--- config.mk ---
export PLATFORM = sky130hd
export DESIGN_NAME = cte_stream_sched
export DESIGN_NICKNAME = d
export VERILOG_FILES = /design/src/rtl/cte_pkg.sv /design/src/rtl/rr_arb2.sv /design/src/rtl/cte_stream_sched.sv
export SDC_FILE = /design/constraint.sdc
export NUM_CORES = 1
export LEC_CHECK = 0
export BUFFER_PORTS_ARGS = -buffer_cell sky130_fd_sc_hd__buf_4
export CAP_MARGIN = 20
export CORE_ASPECT_RATIO = 1.4
export CORE_UTILIZATION = 42
export DETAILED_ROUTE_END_ITERATION = 10
export MAX_ROUTING_LAYER = met4
export PLACE_DENSITY = 0.73
export SKIP_CTS_REPAIR_TIMING = 1
export SYNTH_ARGS = -nofsm -noshare
export SYNTH_HDL_FRONTEND = slang
export SYNTH_SLANG_ARGS = --single-unit
--- constraint.sdc ---
create_clock -name clk -period 4.6 [get_ports clk]
set_clock_uncertainty 0.05 [all_clocks]
set_input_delay 0.69 -clock clk [delete_from_list [all_inputs] [get_ports clk]]
set_output_delay 0.69 -clock clk [all_outputs]
set_load 0.005 [all_outputs]
--- src/rtl/cte_pkg.sv ---
// Shared types and constants for the colour-transform-engine stream scheduler.
package cte_pkg;

    typedef enum logic [1:0] {
        S_IDLE  = 2'd0,
        S_FEED  = 2'd1,
        S_DRAIN = 2'd2
    } state_t;

    localparam logic MODE_YUV2RGB = 1'b0;
    localparam logic MODE_RGB2YUV = 1'b1;

    // Y groups are U,Y,V,Y bytes giving two RGB pixels; R groups are two pixels giving four YUV bytes.
    localparam logic [2:0] Y_IN_N  = 3'd4;
    localparam logic [2:0] Y_OUT_N = 3'd2;
    localparam logic [2:0] R_IN_N  = 3'd2;
    localparam logic [2:0] R_OUT_N = 3'd4;

    function automatic logic [2:0] in_target(input logic mode);
        return (mode == MODE_RGB2YUV) ? R_IN_N : Y_IN_N;
    endfunction

    function automatic logic [2:0] out_target(input logic mode);
        return (mode == MODE_RGB2YUV) ? R_OUT_N : Y_OUT_N;
    endfunction

endpackage

--- src/rtl/rr_arb2.sv ---
// Two-way round-robin arbiter between requester Y and requester R.
module rr_arb2 (
    input  logic clk,
    input  logic rst_n,
    input  logic i_arb_en,
    input  logic i_req_y,
    input  logic i_req_r,
    output logic o_gnt_y,
    output logic o_gnt_r
);

    logic r_last_r;   // 1 = R won the most recent grant

    // Grant combinationally; on a tie the side that did not win last time goes first.
    always_comb begin
        // NOTE: every combinationally driven signal gets a default first, so no path can infer a latch.
        o_gnt_y = 1'b0;
        o_gnt_r = 1'b0;
        if (i_arb_en) begin
            if (i_req_y && (!i_req_r || r_last_r)) begin
                o_gnt_y = 1'b1;
            end else if (i_req_r) begin
                o_gnt_r = 1'b1;
            end
        end
    end

    // Remember the last winner; reset favours Y on the first tie.
    always_ff @(posedge clk or negedge rst_n) begin
        // NOTE: state registers use non-blocking assignments so every flop samples pre-edge values.
        if (!rst_n) begin
            r_last_r <= 1'b1;
        end else if (o_gnt_y) begin
            r_last_r <= 1'b0;
        end else if (o_gnt_r) begin
            r_last_r <= 1'b1;
        end
    end

endmodule

--- src/rtl/cte_stream_sched.sv ---
// Schedules one shared colour-transform engine between a YUV byte stream and an RGB pixel stream,
// one group at a time, with result demux and a watchdog on stalled groups.
module cte_stream_sched
    import cte_pkg::*;
#(
    parameter int TIMEOUT = 16,
    parameter int CNT_W   = 16
) (
    input  logic             clk,
    input  logic             reset,
    input  logic             enable,
    input  logic             y_valid,
    input  logic [7:0]       y_data,
    output logic             y_ready,
    input  logic             r_valid,
    input  logic [23:0]      r_data,
    output logic             r_ready,
    output logic             cte_op_mode,
    output logic             cte_in_en,
    output logic [7:0]       cte_yuv_in,
    output logic [23:0]      cte_rgb_in,
    input  logic             cte_busy,
    input  logic             cte_out_valid,
    input  logic [23:0]      cte_rgb_out,
    input  logic [7:0]       cte_yuv_out,
    output logic [23:0]      rgb_res,
    output logic             rgb_res_vld,
    output logic [7:0]       yuv_res,
    output logic             yuv_res_vld,
    output logic [CNT_W-1:0] grp_done,
    output logic [CNT_W-1:0] err_cnt,
    output logic             err_pulse
);

    localparam int WD_W = $clog2(TIMEOUT);

    state_t            r_state;
    state_t            w_next_state;
    logic              r_op_mode;
    logic [2:0]        r_in_cnt;
    logic [2:0]        r_out_cnt;
    logic [WD_W-1:0]   r_wd;
    logic [CNT_W-1:0]  r_grp_done;
    logic [CNT_W-1:0]  r_err_cnt;
    logic [23:0]       r_rgb_res;
    logic              r_rgb_vld;
    logic [7:0]        r_yuv_res;
    logic              r_yuv_vld;

    logic w_gnt_y;
    logic w_gnt_r;
    logic w_grant;
    logic w_active;
    logic w_req_valid;
    logic w_beat;
    logic w_res;
    logic w_in_last;
    logic w_done;
    logic w_abort;

    rr_arb2 u_arb (
        .clk      (clk),
        .rst_n    (reset),
        .i_arb_en (enable && (r_state == S_IDLE)),
        .i_req_y  (y_valid),
        .i_req_r  (r_valid),
        .o_gnt_y  (w_gnt_y),
        .o_gnt_r  (w_gnt_r)
    );

    assign w_grant     = w_gnt_y || w_gnt_r;
    assign w_active    = (r_state != S_IDLE);
    assign w_req_valid = (r_op_mode == MODE_RGB2YUV) ? r_valid : y_valid;
    assign w_done      = (r_state == S_DRAIN) && (r_out_cnt == out_target(r_op_mode));
    // A completed group wins over a watchdog expiry in the same cycle.
    assign w_abort     = w_active && !w_done && (r_wd == WD_W'(TIMEOUT - 1));
    assign w_beat      = (r_state == S_FEED) && w_req_valid && !cte_busy && !w_abort;
    assign w_res       = w_active && cte_out_valid;
    assign w_in_last   = w_beat && ((r_in_cnt + 3'd1) == in_target(r_op_mode));

    // State register.
    always_ff @(posedge clk or negedge reset) begin
        if (!reset) begin
            r_state <= S_IDLE;
        end else begin
            r_state <= w_next_state;
        end
    end

    // Next-state logic: grant in IDLE, feed the group, drain its results, or abort on watchdog.
    always_comb begin
        w_next_state = r_state;
        case (r_state)
            S_IDLE:  if (w_grant) w_next_state = S_FEED;
            S_FEED:  if (w_abort) w_next_state = S_IDLE;
                     else if (w_in_last) w_next_state = S_DRAIN;
            S_DRAIN: if (w_done || w_abort) w_next_state = S_IDLE;
            default: w_next_state = S_IDLE;
        endcase
    end

    // Group bookkeeping: latched mode, beat/result counters and the stall watchdog.
    always_ff @(posedge clk or negedge reset) begin
        if (!reset) begin
            r_op_mode <= MODE_YUV2RGB;
            r_in_cnt  <= '0;
            r_out_cnt <= '0;
            r_wd      <= '0;
        end else if (r_state == S_IDLE) begin
            if (w_grant) begin
                r_op_mode <= w_gnt_r ? MODE_RGB2YUV : MODE_YUV2RGB;
            end
            r_in_cnt  <= '0;
            r_out_cnt <= '0;
            r_wd      <= '0;
        end else begin
            if (w_beat) begin
                r_in_cnt <= r_in_cnt + 3'd1;
            end
            if (w_res && (r_out_cnt != 3'd7)) begin
                r_out_cnt <= r_out_cnt + 3'd1;
            end
            if (w_beat || w_res) begin
                r_wd <= '0;
            end else if (!w_abort) begin
                r_wd <= r_wd + WD_W'(1);
            end
        end
    end

    // Status counters: completed groups wrap, watchdog aborts saturate.
    always_ff @(posedge clk or negedge reset) begin
        if (!reset) begin
            r_grp_done <= '0;
            r_err_cnt  <= '0;
        end else begin
            if (w_done) begin
                r_grp_done <= r_grp_done + CNT_W'(1);
            end
            if (w_abort && (r_err_cnt != {CNT_W{1'b1}})) begin
                r_err_cnt <= r_err_cnt + CNT_W'(1);
            end
        end
    end

    // Register engine results one cycle late and route them by the group's mode.
    always_ff @(posedge clk or negedge reset) begin
        if (!reset) begin
            r_rgb_res <= '0;
            r_rgb_vld <= 1'b0;
            r_yuv_res <= '0;
            r_yuv_vld <= 1'b0;
        end else begin
            r_rgb_vld <= w_res && (r_op_mode == MODE_YUV2RGB);
            r_yuv_vld <= w_res && (r_op_mode == MODE_RGB2YUV);
            if (w_res && (r_op_mode == MODE_YUV2RGB)) begin
                r_rgb_res <= cte_rgb_out;
            end
            if (w_res && (r_op_mode == MODE_RGB2YUV)) begin
                r_yuv_res <= cte_yuv_out;
            end
        end
    end

    assign y_ready     = w_beat && (r_op_mode == MODE_YUV2RGB);
    assign r_ready     = w_beat && (r_op_mode == MODE_RGB2YUV);
    assign cte_in_en   = w_beat;
    assign cte_op_mode = r_op_mode;
    assign cte_yuv_in  = (w_beat && (r_op_mode == MODE_YUV2RGB)) ? y_data : 8'h00;
    assign cte_rgb_in  = (w_beat && (r_op_mode == MODE_RGB2YUV)) ? r_data : 24'h000000;
    assign rgb_res     = r_rgb_res;
    assign rgb_res_vld = r_rgb_vld;
    assign yuv_res     = r_yuv_res;
    assign yuv_res_vld = r_yuv_vld;
    assign grp_done    = r_grp_done;
    assign err_cnt     = r_err_cnt;
    assign err_pulse   = w_abort;

endmodule

### Word level (Yosys, flattened, before mapping)

Cells that the tools add are included.

| storage, ports and cells | value |
|---|---|
| word-level logic and storage cells | 85 |
| register bits | 80 |

| operators by class | value |
|---|---|
| equality and inequality tests | 11 |
| mux-type cells | 25 |
| $add $sub $neg | 5 |
| bitwise logic cells | 1 |
| reduce and logical (&&, ||, !) cells | 31 |

Operators by type and width:

| operator | number |
|---|---|
| $add A16 B1 Y16 const B | 2 |
| $mux W24 | 1 |
| $mux W3 | 6 |
| $logic_and A1 B1 Y1 | 16 |
| $ne A16 B16 Y1 const B | 1 |
| $mux W4 | 3 |
| $mux W1 | 9 |
| $mux W2 | 4 |
| $mux W8 | 1 |
| $reduce_bool A2 Y1 | 4 |
| $add A3 B1 Y3 const B | 2 |
| $eq A3 B3 Y1 | 2 |
| $ne A3 B3 Y1 const B | 2 |
| $pmux W2 S3 | 1 |
| $add A4 B1 Y4 const B | 1 |
| $eq A4 B4 Y1 const B | 1 |
| $logic_not A1 Y1 | 4 |
| $logic_or A1 B1 Y1 | 4 |
| $ne A3 B1 Y1 const B | 1 |
| $reduce_and A3 Y1 | 1 |
| $eq A2 B1 Y1 const B | 1 |
| $eq A2 B2 Y1 const B | 1 |
| $logic_not A2 Y1 | 1 |
| $ne A2 B1 Y1 const B | 1 |
| 3 further kinds | 3 |

### Logic depth before layout (Yosys ltp)

Gate-level depths: netlist of the first run.

| depth | value |
|---|---|
| depth after elaboration | 12 |
| depth in mapped cells | 8 |
| depth with buffers taken out | 6 |

### Cells and area by module

A second synthesis of the first run with hierarchy kept.

| second synthesis, totals | value |
|---|---|
| cells, all modules | 330 |
| area total of the unflattened synthesis | 3749.8 sq um |

By module, submodules not included:

| module | seq. area each (sq um) | cells each | area each (sq um) | times used |
|---|---|---|---|---|
| cte_stream_sched | 1976.9 | 322 | 3687.3 | 1 |
| rr_arb2 | 26.3 | 8 | 62.6 | 1 |

### Worst setup path before layout of the first run

OpenSTA, ideal clock, no wires.

| path | value |
|---|---|
| path type | input to output |
| start | input port r_valid |
| end | output port cte_rgb_in[14] |
| arrival | 1663 ps |
| cell stages on the path | 6 |
| setup slack | 2197 ps |
| path through | mux2i_1 -> nor3_2 -> nand2_2 -> nor2_2 -> buf_2 -> and2_1 |

| on the way | value |
|---|---|
| cells in the longest elaborated chain, start to end | 6 |

RTL lines:

| element | RTL line | RTL |
|---|---|---|
| start, declared | cte_stream_sched.sv:15 | `input logic r_valid,` |
| $mux W1 | cte_stream_sched.sv:73 | `assign w_req_valid = (r_op_mode == MODE_RGB2YUV) ? r_valid : y_valid;` |
| $logic_and A1 B1 Y1 (3 in series) | cte_stream_sched.sv:77 | `assign w_beat = (r_state == S_FEED) && w_req_valid && !cte_busy && !w_abort;` |
| $logic_and A1 B1 Y1 | n/a |  |
| named net r_ready | cte_stream_sched.sv:17 | `output logic r_ready,` |
| $mux W24 | cte_stream_sched.sv:170 | `assign cte_rgb_in = (w_beat && (r_op_mode == MODE_RGB2YUV)) ? r_data : 24'h000000;` |
| end, declared | cte_stream_sched.sv:21 | `output logic [23:0] cte_rgb_in,` |

The timed path passes the listed nets, and every way through them passes these cells.

### Worst setup path in the final report of the first run

| path | value |
|---|---|
| start | register r_op_mode, in the netlist cte_op_mode |
| end | output port cte_rgb_in[0] |

| on the way | value |
|---|---|
| cells in the longest elaborated chain, start to end | 10 |
| elaborated cells on any way between the ends | 13 |
| classes of those cells | eq/ne: 1; mux: 3; reduce/logical: 9 |

RTL lines:

| element | RTL line | RTL |
|---|---|---|
| start, declared | cte_stream_sched.sv:39 | `logic r_op_mode;` |
| start signal, assigned | cte_stream_sched.sv:111 | `r_op_mode <= w_gnt_r ? MODE_RGB2YUV : MODE_YUV2RGB;` |
| $mux W3 | cte_pkg.sv:24 | `return (mode == MODE_RGB2YUV) ? R_OUT_N : Y_OUT_N;` |
| $eq A3 B3 Y1 | cte_stream_sched.sv:74 | `assign w_done = (r_state == S_DRAIN) && (r_out_cnt == out_target(r_op_mode));` |
| $logic_and A1 B1 Y1 | cte_stream_sched.sv:74 |  |
| $logic_not A1 Y1 | cte_stream_sched.sv:76 | `assign w_abort = w_active && !w_done && (r_wd == WD_W'(TIMEOUT - 1));` |
| $logic_and A1 B1 Y1 (2 in series) | cte_stream_sched.sv:76 |  |
| $logic_not A1 Y1 | n/a |  |
| $logic_and A1 B1 Y1 | cte_stream_sched.sv:77 |  |
| $logic_and A1 B1 Y1 (*) | cte_stream_sched.sv:170 |  |
| $mux W24 (*) | cte_stream_sched.sv:170 |  |

Every way passes the cells marked *; elsewhere a longest branch is shown, timed or not.

==> results of run 1 <==
[worst paths after layout]
kind	startpoint	depth (start not counted)	to	slack, ps
setup / recovery	cte_op_mode	6	cte_rgb_in[0]	1330
hold / removal	reset	1	yuv_res[7]	280
setup reg to reg	cte_op_mode	5	err_cnt[13]	2310
hold reg to reg	grp_done[15]	1	grp_done[15]	410
max in group asynchronous	reset	2	u_arb.r_last_r	3570
min in group clk	grp_done[15]	1	grp_done[15]	410
[per-layer routing]
layer / up-vias / part of all wire (%)
met4: 0 / 2.0
met2: 100 / 50
li1: 1460 / -
met3: 18 / 5.7
met5: - / 0
met1: 1419 / 42
[worst register-to-register path: stages, from the launching register on]
cell and delay (ps):
dfrtp_1 510, and3b_4 260, o21a_1 330, nor2_1 640, nand4_1 200, xnor2_1 180
[sequential cells by signal, indices dropped and copies added, names as in the netlist]
register / cells
rgb_res: 24
err_cnt: 16
grp_done: 16
yuv_res: 8
r_wd: 4
r_in_cnt: 3
r_out_cnt: 3
r_state: 2
cte_op_mode: 1
rgb_res_vld: 1
u_arb.r_last_r: 1
yuv_res_vld: 1
[cell type report]
type	count	area (um^2)
clock buffers	9	225
well taps	105	131
multi-input cells	226	1660
fillers	715	3140
repair buffers	174	1320
clock inverters	6	109
inverters	7	26.3
flip-flops and latches	80	2000
[logic make-up after synthesis]
logic type / synth area share [%]
and+or+nand+nor: 19.6
DFF: 53.5
muxes: 11.0
xor gates and xnor gates: 7.48
AOI/OAI and AO/OA: 4.21
buffers and inverters: 2.30
adders and majority gates: 2.00
[Yosys cell counts (5+ instances only)]
| cell | number | area share, % |
|---|---|---|
| and3_1 | 11 | 1.8 |
| xor2_1 | 7 | 1.6 |
| xnor2_1 | 25 | 5.8 |
| dfrtp_1 | 79 | 53 |
| a21oi_1 | 5 | 0.67 |
| nand2_1 | 15 | 1.5 |
| nand4_1 | 11 | 1.8 |
| nand3_1 | 17 | 2.3 |
| mux2_2 | 33 | 9.9 |
| ha_1 | 6 | 2.0 |
| nor2_1 | 20 | 2.0 |
| and2_1 | 34 | 5.7 |
| inv_1 | 7 | 0.70 |
[report_power, final]
part	leakage, uW	internal [uW]	switching (uW)
clock	0.000165	525	258
sequential	0.00103	903	127
combinational	0.00158	507	313
total	0.00277	1940	697
[metrics by stage]
| stage | std cells | hold slack, ps | setup slack [ps] | util (%) | area [um^2] |
|---|---|---|---|---|---|
| 3_5_place_dp | 591 | 412 | 1560 | 59.4 | 5120 |
| 6_report | 607 | 275 | 1330 | 63.6 | 5470 |
| 4_1_cts | 606 | 419 | 1350 | 63.3 | 5450 |
| 2_1_floorplan | 322 | 344 | 2200 | - | 3750 |
| 5_1_grt | 607 | 311 | 1120 | 63.6 | 5470 |
| 3_3_place_gp | 591 | 409 | 1720 | 59.4 | 5120 |
[cells in the final DEF, fill, tap and decap left out, types with 7 or more instances in the layout]
| cell type | n |
|---|---|
| nand3_1 | 17 |
| xnor2_1 | 25 |
| dfrtp_1 | 79 |
| buf_4 | 173 |
| mux2_2 | 33 |
| nand4_1 | 11 |
| inv_1 | 7 |
| clkbuf_16 | 9 |
| and3_1 | 11 |
| and2_1 | 34 |
| nand2_1 | 15 |
| xor2_1 | 7 |
| nor2_1 | 20 |
==> qor.csv, run 1 <==
stage,metric,value,unit
run_status,outcome,finished clean,
cts,clk buf depth,2,
min_path,HP Class,primary input to asynchronous set/reset pin,
sta,slew margin rel.,29.0,%
grt,M2 GR Usage,32.6,%
place,GPL Wtd Cong,0.817,
power_and_ir_drop,power per cell area,481,mW/mm^2
synthesis,Synth Register Bits,80,
synthesis,Yosys warnings,0,
power_and_ir_drop,Peak VDD IR,343,uV
worst_setup_path,"CP delay by family, top",simple AND/OR/NAND/NOR gates,
drt,wire per inst,14.2,um
grt,total gr overflow,0,
cts,Clock Sink Count,80,
synthesis,asr flop ratio synth,100,%
synthesis,Synth Instances,322,
cts,Root Buffer,clkbuf_16,
floorplan,Initial Utilization,43.5,%
floorplan,die area,0.00931,mm^2
synthesis,Main synth FF type,dfrtp_1,
cells_and_area,share of cells above drive strength 1,46.0,%
drt,DRT iter0 DRCs,141,
synthesis,post-synthesis sequential area ratio,53.5,%
sta,final setup fails,0,
grt,initial antenna violation count,0,
worst_setup_path,Crit Path Class,flip-flop to output pin,
synthesis,Netlist Area Pre-Place,0.00375,mm^2
grt,GRT met3 Usage,3.92,%
sta,RSZ-0062 raised after global routing,false,
sta,part of the cycle the worst path needs,71.0,%
place,I/O Buffers,173,
drt,total number of vias,2997,
floorplan,Core Box Area,0.00861,mm^2
worst_setup_path,crit-path max FO,25,
worst_setup_path,"Largest stage delay, worst path",580,ps
cts,"Reg clk slew, reported paths",60,ps
worst_setup_path,slowest CP cell,nor2_2,
drt,antenna violation net count after detailed routing,0,
floorplan,num rows,40,
run,Max Cap Violations,0,
power_and_ir_drop,static leakage,0.00277,uW
synthesis,Netlist cell types,43,
worst_setup_path,startpoint types,flip-flop,
floorplan,IO Count,174,
worst_setup_path,crit-path cells,"mux2i_1, nor3_2, nand2_2, nor2_2, and2_1, buf_4",
cts,CTS buffer count,9,
cells_and_area,area delta synth->final,46.0,%
sta,Final Slew Violations,0,
floorplan,die width,81.8,um
drt,drt drc,0,
place,detailed placement HPWL,6.49,mm
drt,Post-Route WL,8.63,mm
sta,setup TNS,0,ps
drt,routed vias/inst,4.94,
grt,Top Usage Layer GRT,met2,
grt,largest net degree at the start of global routing,81,
synthesis,Post-Syn Nets,399,
cts,htree depth,3,
power_and_ir_drop,Pwr Total,2630,uW
drt,Pre-Repair DR Iteration Count,4,
sta,maximum clock rate,0.306,GHz
synthesis,Post-synth EDFFs,0,
sta,Least-Margin Pin Slew,1060,ps
worst_setup_path,CP arrival,2530,ps
floorplan,Die Height,114,um
grt,Global Route Usage Sum,19.7,%
worst_setup_path,WP data required,3860,ps
worst_setup_path,Worst Path Buf+Inv,1,
grt,met1 usage,23.1,%
synthesis,Syn Area/Cell,11.6,um^2
grt,first-pass GRT wire length,13.7,mm
grt,vias in the first global route,2973,
worst_setup_path,Critical Path Sink Type,output pin,
cts,TritonCTS clock tree,built,
sta,Fin. Hold Viols,0,
cts,"Clk Latency, worst-skew pair",330,ps
cells_and_area,nets@finish,575,
cells_and_area,n_diodes,0,
sta,fin crit period,3270,ps
(Power assumes the default switching activity.)
==> inputs of run 2 (changes only) <==
--- a/config.mk
+++ b/config.mk
@@ -5,13 +5,14 @@
 export SDC_FILE = /design/constraint.sdc
 export NUM_CORES = 1
 export LEC_CHECK = 0
+export ABC_AREA = 1
 export BUFFER_PORTS_ARGS = -buffer_cell sky130_fd_sc_hd__buf_4
 export CAP_MARGIN = 20
 export CORE_ASPECT_RATIO = 1.4
 export CORE_UTILIZATION = 42
 export DETAILED_ROUTE_END_ITERATION = 10
 export MAX_ROUTING_LAYER = met4
-export PLACE_DENSITY = 0.73
+export PLACE_DENSITY = 0.74
 export SKIP_CTS_REPAIR_TIMING = 1
 export SYNTH_ARGS = -nofsm -noshare
 export SYNTH_HDL_FRONTEND = slang
==> constraint.sdc (replaced) <==
create_clock -name clk -period 3 [get_ports clk]
set_clock_uncertainty 0.05 [all_clocks]
set_input_delay 0.45 -clock clk [delete_from_list [all_inputs] [get_ports clk]]
set_output_delay 0.45 -clock clk [all_outputs]
set_load 0.005 [all_outputs]
==> run 2 against run 1 <==
Effect of this change:
- area after synthesis is 16% higher
- clock-buffer cell count is 4 higher
- cell area is 11% higher
- synthesized cell count is 75% higher
- flip-flop and latch count stayed put
- global-route usage is 0.67 points higher
- power is 60% higher
- critical path depth is 3 higher
- wire length is 21% higher
- cell count is 45% higher
- die area is 16% higher
- sequential power is 56% higher
- largest power group unchanged
==> qor.csv, run 2 <==
stage,metric,value,unit
synthesis,top cell type's share of synthesized area,45.4,%
place,GPL Wtd Cong,0.885,
sta,final setup fails,0,
synthesis,post-synthesis sequential area ratio,46.0,%
grt,largest net degree at the start of global routing,81,
grt,vias in the first global route,3941,
sta,Fin. Hold Viols,0,
synthesis,compound-cell area share of the yosys netlist,3.97,%
min_path,HP Class,primary input to flip-flop,
synthesis,simple-gate area share of the yosys netlist,34.4,%
worst_setup_path,CP arrival,2300,ps
worst_setup_path,startpoint types,flip-flop,
power_and_ir_drop,Peak VDD IR,500,uV
grt,M2 GR Usage,35.5,%
drt,antenna violation net count after detailed routing,0,
synthesis,Synth Instances,565,
drt,routed vias/inst,4.69,
synthesis,adder and majority gate portion of the synthesized area,1.73,%
cts,"Reg clk slew, reported paths",60,ps
drt,Pre-Repair DR Iteration Count,4,
floorplan,die width,88.0,um
cells_and_area,share of cells above drive strength 1,30.3,%
power_and_ir_drop,Flop pwr share,38.1,%
synthesis,asr flop ratio synth,100,%
floorplan,die area,0.0108,mm^2
cts,CTS buffer count,9,
floorplan,Core Box Area,0.0100,mm^2
cells_and_area,nets@finish,817,
cells_and_area,"commonest cells after routing, fill and taps aside","nand2_1 (211), buf_4 (173), dfrtp_1 (79), inv_1 (69), nor2_1 (57)",
synthesis,Syn Area/Cell,7.70,um^2
place,I/O Buffers,173,
grt,first-pass GRT wire length,16.8,mm
grt,total gr overflow,0,
worst_setup_path,Critical Path Sink Type,output pin,
power_and_ir_drop,Psw,1370,uW
drt,DRT iter0 DRCs,158,
power_and_ir_drop,share of power burned in combinational logic,33.9,%
synthesis,leading area contributor after synthesis,dfrtp_1,
power_and_ir_drop,P_int,2840,uW
synthesis,Netlist cell types,30,
floorplan,Die Height,122,um
grt,met1 usage,22.3,%
sta,fin crit period,2800,ps
cells_and_area,max reg flops,24,
synthesis,post-synthesis xor/xnor area fraction,5.03,%
synthesis,ranking of synthesized cells by area,"dfrtp_1 (45%), nand2_1 (18%), inv_1 (6.0%), nor2_1 (4.9%), nor2_4 (4.1%)",
grt,GRT met3 Usage,4.91,%
drt,Post-Route WL,10.5,mm
grt,Global Route Usage Sum,20.4,%
power_and_ir_drop,Clk pwr share,28.0,%
cells_and_area,"Design Area, Final",0.00610,mm^2
cts,"Clk Latency, worst-skew pair",330,ps
sta,slew margin rel.,34.8,%
worst_setup_path,WP data required,2500,ps
synthesis,most frequent cell after synthesis,nand2_1,
synthesis,Post-Syn Nets,642,
drt,total number of vias,4131,
grt,Top Usage Layer GRT,met2,
cells_and_area,Sequential Area,0.00200,mm^2
drt,wire per inst,11.9,um
cts,Root Buffer,clkbuf_16,
power_and_ir_drop,power per cell area,690,mW/mm^2
min_path,worst hold stages,3,
drt,drt drc,0,
sta,part of the cycle the worst path needs,93.4,%
cts,TritonCTS clock tree,built,
synthesis,Netlist Area Pre-Place,0.00435,mm^2
worst_setup_path,Crit Path Class,flip-flop to output pin,
cells_and_area,"leading cell type in the layout, fill and taps excluded",nand2_1,
run_status,outcome,finished clean,
cts,clk buf depth,2,
cells_and_area,footprint of the multi-input gates,0.00196,mm^2
sta,Final Slew Violations,0,
synthesis,Yosys warnings,0,
power_and_ir_drop,switching power as a share of total power,32.6,%
synthesis,Post-synth EDFFs,0,
place,"Cell Area, Placed",0.00572,mm^2
synthesis,Synth Register Bits,80,
grt,initial antenna violation count,0,
cts,htree depth,3,
synthesis,Main synth FF type,dfrtp_1,
cts,Clock Sink Count,80,
floorplan,Initial Utilization,43.5,%
synthesis,largest family of logic cells by synthesized area,simple AND/OR/NAND/NOR gates,
worst_setup_path,crit-path max FO,18,
floorplan,IO Count,174,
synthesis,multiplexer area fraction after synthesis,0,%
cells_and_area,area delta synth->final,40.1,%
sta,setup TNS,0,ps
cells_and_area,n_diodes,0,
run,Max Cap Violations,0,
power_and_ir_drop,static leakage,0.00336,uW
cells_and_area,Fillers,913,
place,detailed placement HPWL,7.99,mm
sta,Least-Margin Pin Slew,977,ps
sta,maximum clock rate,0.357,GHz
worst_setup_path,Register-to-Register Path Depth,9,
floorplan,num rows,43,
sta,RSZ-0062 raised after global routing,false,
synthesis,"top cells by count, synth","nand2_1 (211), dfrtp_1 (79), inv_1 (69), nor2_1 (57), o21ai_0 (29)",
-- run 2: metal layers --
layer  vias to the layer above  share of wire, %
met2                       147                51
met5                         -                 0
li1                       2061                 -
met3                        16               6.8
met4                         0               1.8
met1                      1907                40
-- run 2: worst paths after layout --
path | startpoint | end | slack [ps]
max | cte_op_mode | cte_yuv_in[4] | 200
min | cte_rgb_out[6] | rgb_res[6] | 270
max reg2reg | err_cnt[0] | err_cnt[8] | 620
min reg2reg | rgb_res[14] | rgb_res[14] | 420
max in group asynchronous | reset | u_arb.r_last_r | 1840
min in group asynchronous | reset | err_cnt[2] | 470
-- run 2: worst max-delay path: stages (launching register included) --
cell and delay [ps]:
dfrtp_1 570, inv_6 90, nand2_2 100, nand3_4 190, nand2_4 240, nand2_4 130
nor2_1 280, inv_2 120, nor2_1 120, buf_4 130
-- run 2: final cells by class --
| type | count | share of cell area, % |
|---|---|---|
| clock inverters | 3 | 1.07 |
| inverters | 75 | 4.74 |
| multi-input cells | 398 | 32.2 |
| flip-flops and latches | 80 | 32.9 |
| clock buffers | 13 | 4.27 |
| repair buffers | 176 | 22.1 |
| well taps | 135 | 2.77 |
-- run 2: kinds of logic after synthesis --
| kind of cell | count (synthesis) |
|---|---|
| simple gates | 333 |
| buf+inv | 87 |
| flops | 80 |
| compound gates | 34 |
| xor+xnor | 25 |
| fa+ha+maj | 6 |
-- run 2: power groups by stage --
stage / registers (uW) / logic (uW) / clock network (uW)
2_1_floorplan: 1590 / 780 / 0
3_3_place_gp: 1600 / 1400 / 0
3_5_place_dp: 1610 / 1450 / 0
4_1_cts: 1610 / 1450 / 1210
5_1_grt: 1650 / 1620 / 1250
6_report: 1610 / 1430 / 1180
-- run 2: metrics by stage --
stage | util [%] | hold WS, ps | cells | total power, uW | setup slack [ps]
after floorplan | - | 104 | 565 | 2370 | 1130
after global placement | 57.2 | 405 | 861 | 3000 | 584
after detailed placement | 57.2 | 410 | 861 | 3070 | 520
after CTS | 60.4 | 256 | 877 | 4260 | 149
after global routing | 60.9 | 263 | 880 | 4510 | 5.25
final | 60.9 | 267 | 880 | 4210 | 198
==> inputs of run 3 (changes only) <==
==> constraint.sdc (replaced) <==
create_clock -name clk -period 3 [get_ports clk]
set_clock_uncertainty 0.05 [all_clocks]
set_input_delay 0.45 -clock clk [delete_from_list [all_inputs] [get_ports clk]]
set_output_delay 0.45 -clock clk [all_outputs]
set_load 0.01 [all_outputs]
==> run 3 against run 2 <==
Effect of this change:
- largest cell class unchanged
- power up 0.38%
- first-iteration DRC count rose by 23%
- clock-buffer cell count is the same
- setup slack worse by 20 ps
- combinational power up 8%
- non-clock buffer count did not move
- global-route usage increased by 0.23 points
- flip-flop and latch count stayed put
- sequential share of layout area is 0.20 points higher
- highest routed layer unchanged
- via count is 1.8% lower
- utilization decreased by 0.36 points
- worst hold slack got worse by 1.1 ps
==> qor.csv, run 3 (synthesized netlist as in run 2, its figures left out) <==
stage,metric,value,unit
floorplan,die width,88.0,um
cts,Root Buffer,clkbuf_16,
worst_setup_path,Crit Path Class,flip-flop to output pin,
drt,Pre-Repair DR Iteration Count,6,
sta,setup TNS,0,ps
drt,antenna violation net count after detailed routing,0,
worst_setup_path,"Largest stage delay, worst path",580,ps
worst_setup_path,slowest CP cell,dfrtp_1,
worst_setup_path,CP most frequent cell,nand2_4,
cts,htree depth,3,
sta,Final Slew Violations,0,
worst_setup_path,Crit. Startpoint,cte_op_mode,
run_status,outcome,finished clean,
drt,drt drc,0,
power_and_ir_drop,static leakage,0.00334,uW
sta,maximum clock rate,0.354,GHz
grt,vias in the first global route,3997,
drt,wire per inst,11.9,um
cells_and_area,area delta synth->final,39.3,%
floorplan,die area,0.0108,mm^2
cells_and_area,Fillers,901,
drt,total number of vias,4058,
sta,Fin. Hold Viols,0,
sta,fin crit period,2820,ps
power_and_ir_drop,power per cell area,697,mW/mm^2
floorplan,Initial Utilization,43.5,%
cts,Clock Sink Count,80,
drt,Post-Route WL,10.5,mm
cells_and_area,share of cells above drive strength 1,30.2,%
worst_setup_path,crit-path max FO,24,
min_path,HP Class,primary input to flip-flop,
cells_and_area,max reg flops,24,
cells_and_area,"commonest cells after routing, fill and taps aside","nand2_1 (211), buf_4 (174), dfrtp_1 (79), inv_1 (69), nor2_1 (57)",
grt,initial antenna violation count,0,
place,detailed placement HPWL,7.95,mm
power_and_ir_drop,Peak VDD IR,460,uV
grt,largest net degree at the start of global routing,81,
floorplan,Die Height,122,um
cells_and_area,Sequential Area,0.00200,mm^2
cts,CTS buffer count,9,
worst_setup_path,crit-path cells,"nand2_1, nand3_4, nand2_4, nand2_4, nor2_8, inv_4, nor2_1, buf_4",
cells_and_area,nets@finish,817,
sta,slew margin rel.,35.7,%
sta,RSZ-0062 raised after global routing,false,
cts,clk buf depth,2,
worst_setup_path,startpoint types,flip-flop,
cells_and_area,n_diodes,0,
sta,part of the cycle the worst path needs,94.1,%
cts,"Clk Latency, worst-skew pair",330,ps
cells_and_area,"Design Area, Final",0.00606,mm^2
place,I/O Buffers,173,
cells_and_area,"leading cell type in the layout, fill and taps excluded",nand2_1,
worst_setup_path,Worst Path Buf+Inv,2,
drt,DRT iter0 DRCs,195,
sta,Least-Margin Pin Slew,964,ps
floorplan,IO Count,174,
floorplan,num rows,43,
place,"Cell Area, Placed",0.00572,mm^2
min_path,critical hold path startpoint,cte_rgb_out[6],
grt,Global Route Usage Sum,20.6,%
cts,"Reg clk slew, reported paths",60,ps
worst_setup_path,Critical Path Sink Type,output pin,
cts,TritonCTS clock tree,built,
worst_setup_path,reg-to-reg critical path startpoint,err_cnt[0],
run,Max Cap Violations,0,
floorplan,Core Box Area,0.0100,mm^2
grt,first-pass GRT wire length,17.0,mm
place,GPL Wtd Cong,0.883,
worst_setup_path,"CP delay by family, top",simple AND/OR/NAND/NOR gates,
worst_setup_path,CP arrival,2320,ps
cells_and_area,footprint of the multi-input gates,0.00196,mm^2
sta,final setup fails,0,
grt,total gr overflow,0,
worst_setup_path,WP data required,2500,ps
drt,routed vias/inst,4.61,
==> run 3: cell types whose count changed in the layout (fill, tap and decap cells not counted), sizes merged <==
cell / change
clkinvlp: +1
bufinv: -1
==> run 3: area by class of cell <==
cell class	instances	area share (%)
Inverter	75	4.77
Tap cell	135	2.79
Clock inverter	3	0.702
Timing Repair Buffer	176	22.2
Multi-Input combinational cell	398	32.4
Clock buffer	13	4.13
Sequential cell	80	33.1
==> run 3: stage by stage <==
step / cells / util, % / setup WS, ps / power, uW / hold WS [ps]
after floorplan: 565 / - / 989 / 2490 / 104
after global placement: 861 / 57.2 / 575 / 3120 / 405
after detailed placement: 861 / 57.2 / 521 / 3190 / 409
after CTS: 877 / 60.1 / 153 / 4270 / 254
after global routing: 880 / 60.6 / 20.5 / 4520 / 261
final: 880 / 60.6 / 178 / 4220 / 266
==> run 3: final timing paths <==
kind                       cells past startpoint        endpoint  slack, ps
setup / recovery                               8   cte_rgb_in[1]        180
setup reg to reg                               9     err_cnt[10]        640
hold / removal                                 3      rgb_res[6]        270
max in group asynchronous                      3  u_arb.r_last_r       1820
min in group asynchronous                      2      err_cnt[2]        470
hold reg to reg                                2     rgb_res[14]        420
==> run 3: worst register-to-register path, stage by stage (launching register included) <==
cell     delay (ps)
dfrtp_1         430
ha_1            210
nand2_1          90
nor2_1          180
nand2_1         130
nor2_1          470
nor2_1          260
buf_4           250
nand2_1          70
o21ai_0          80
==> run 3: routing by layer <==
| metal | global-route usage (%) | wire [um] |
|---|---|---|
| met3 | 4.64 | 720 |
| met2 | 37.3 | 5340 |
| met4 | 6.55 | 131 |
| met5 | - | 0 |
| met1 | 22.1 | 4260 |
==> run 3: power by group <==
part | leakage [uW] | switching (uW) | internal, uW
registers | 0.00105 | 220 | 1390
logic | 0.00215 | 861 | 686
clock network | 0.000140 | 405 | 666
total | 0.00334 | 1490 | 2740
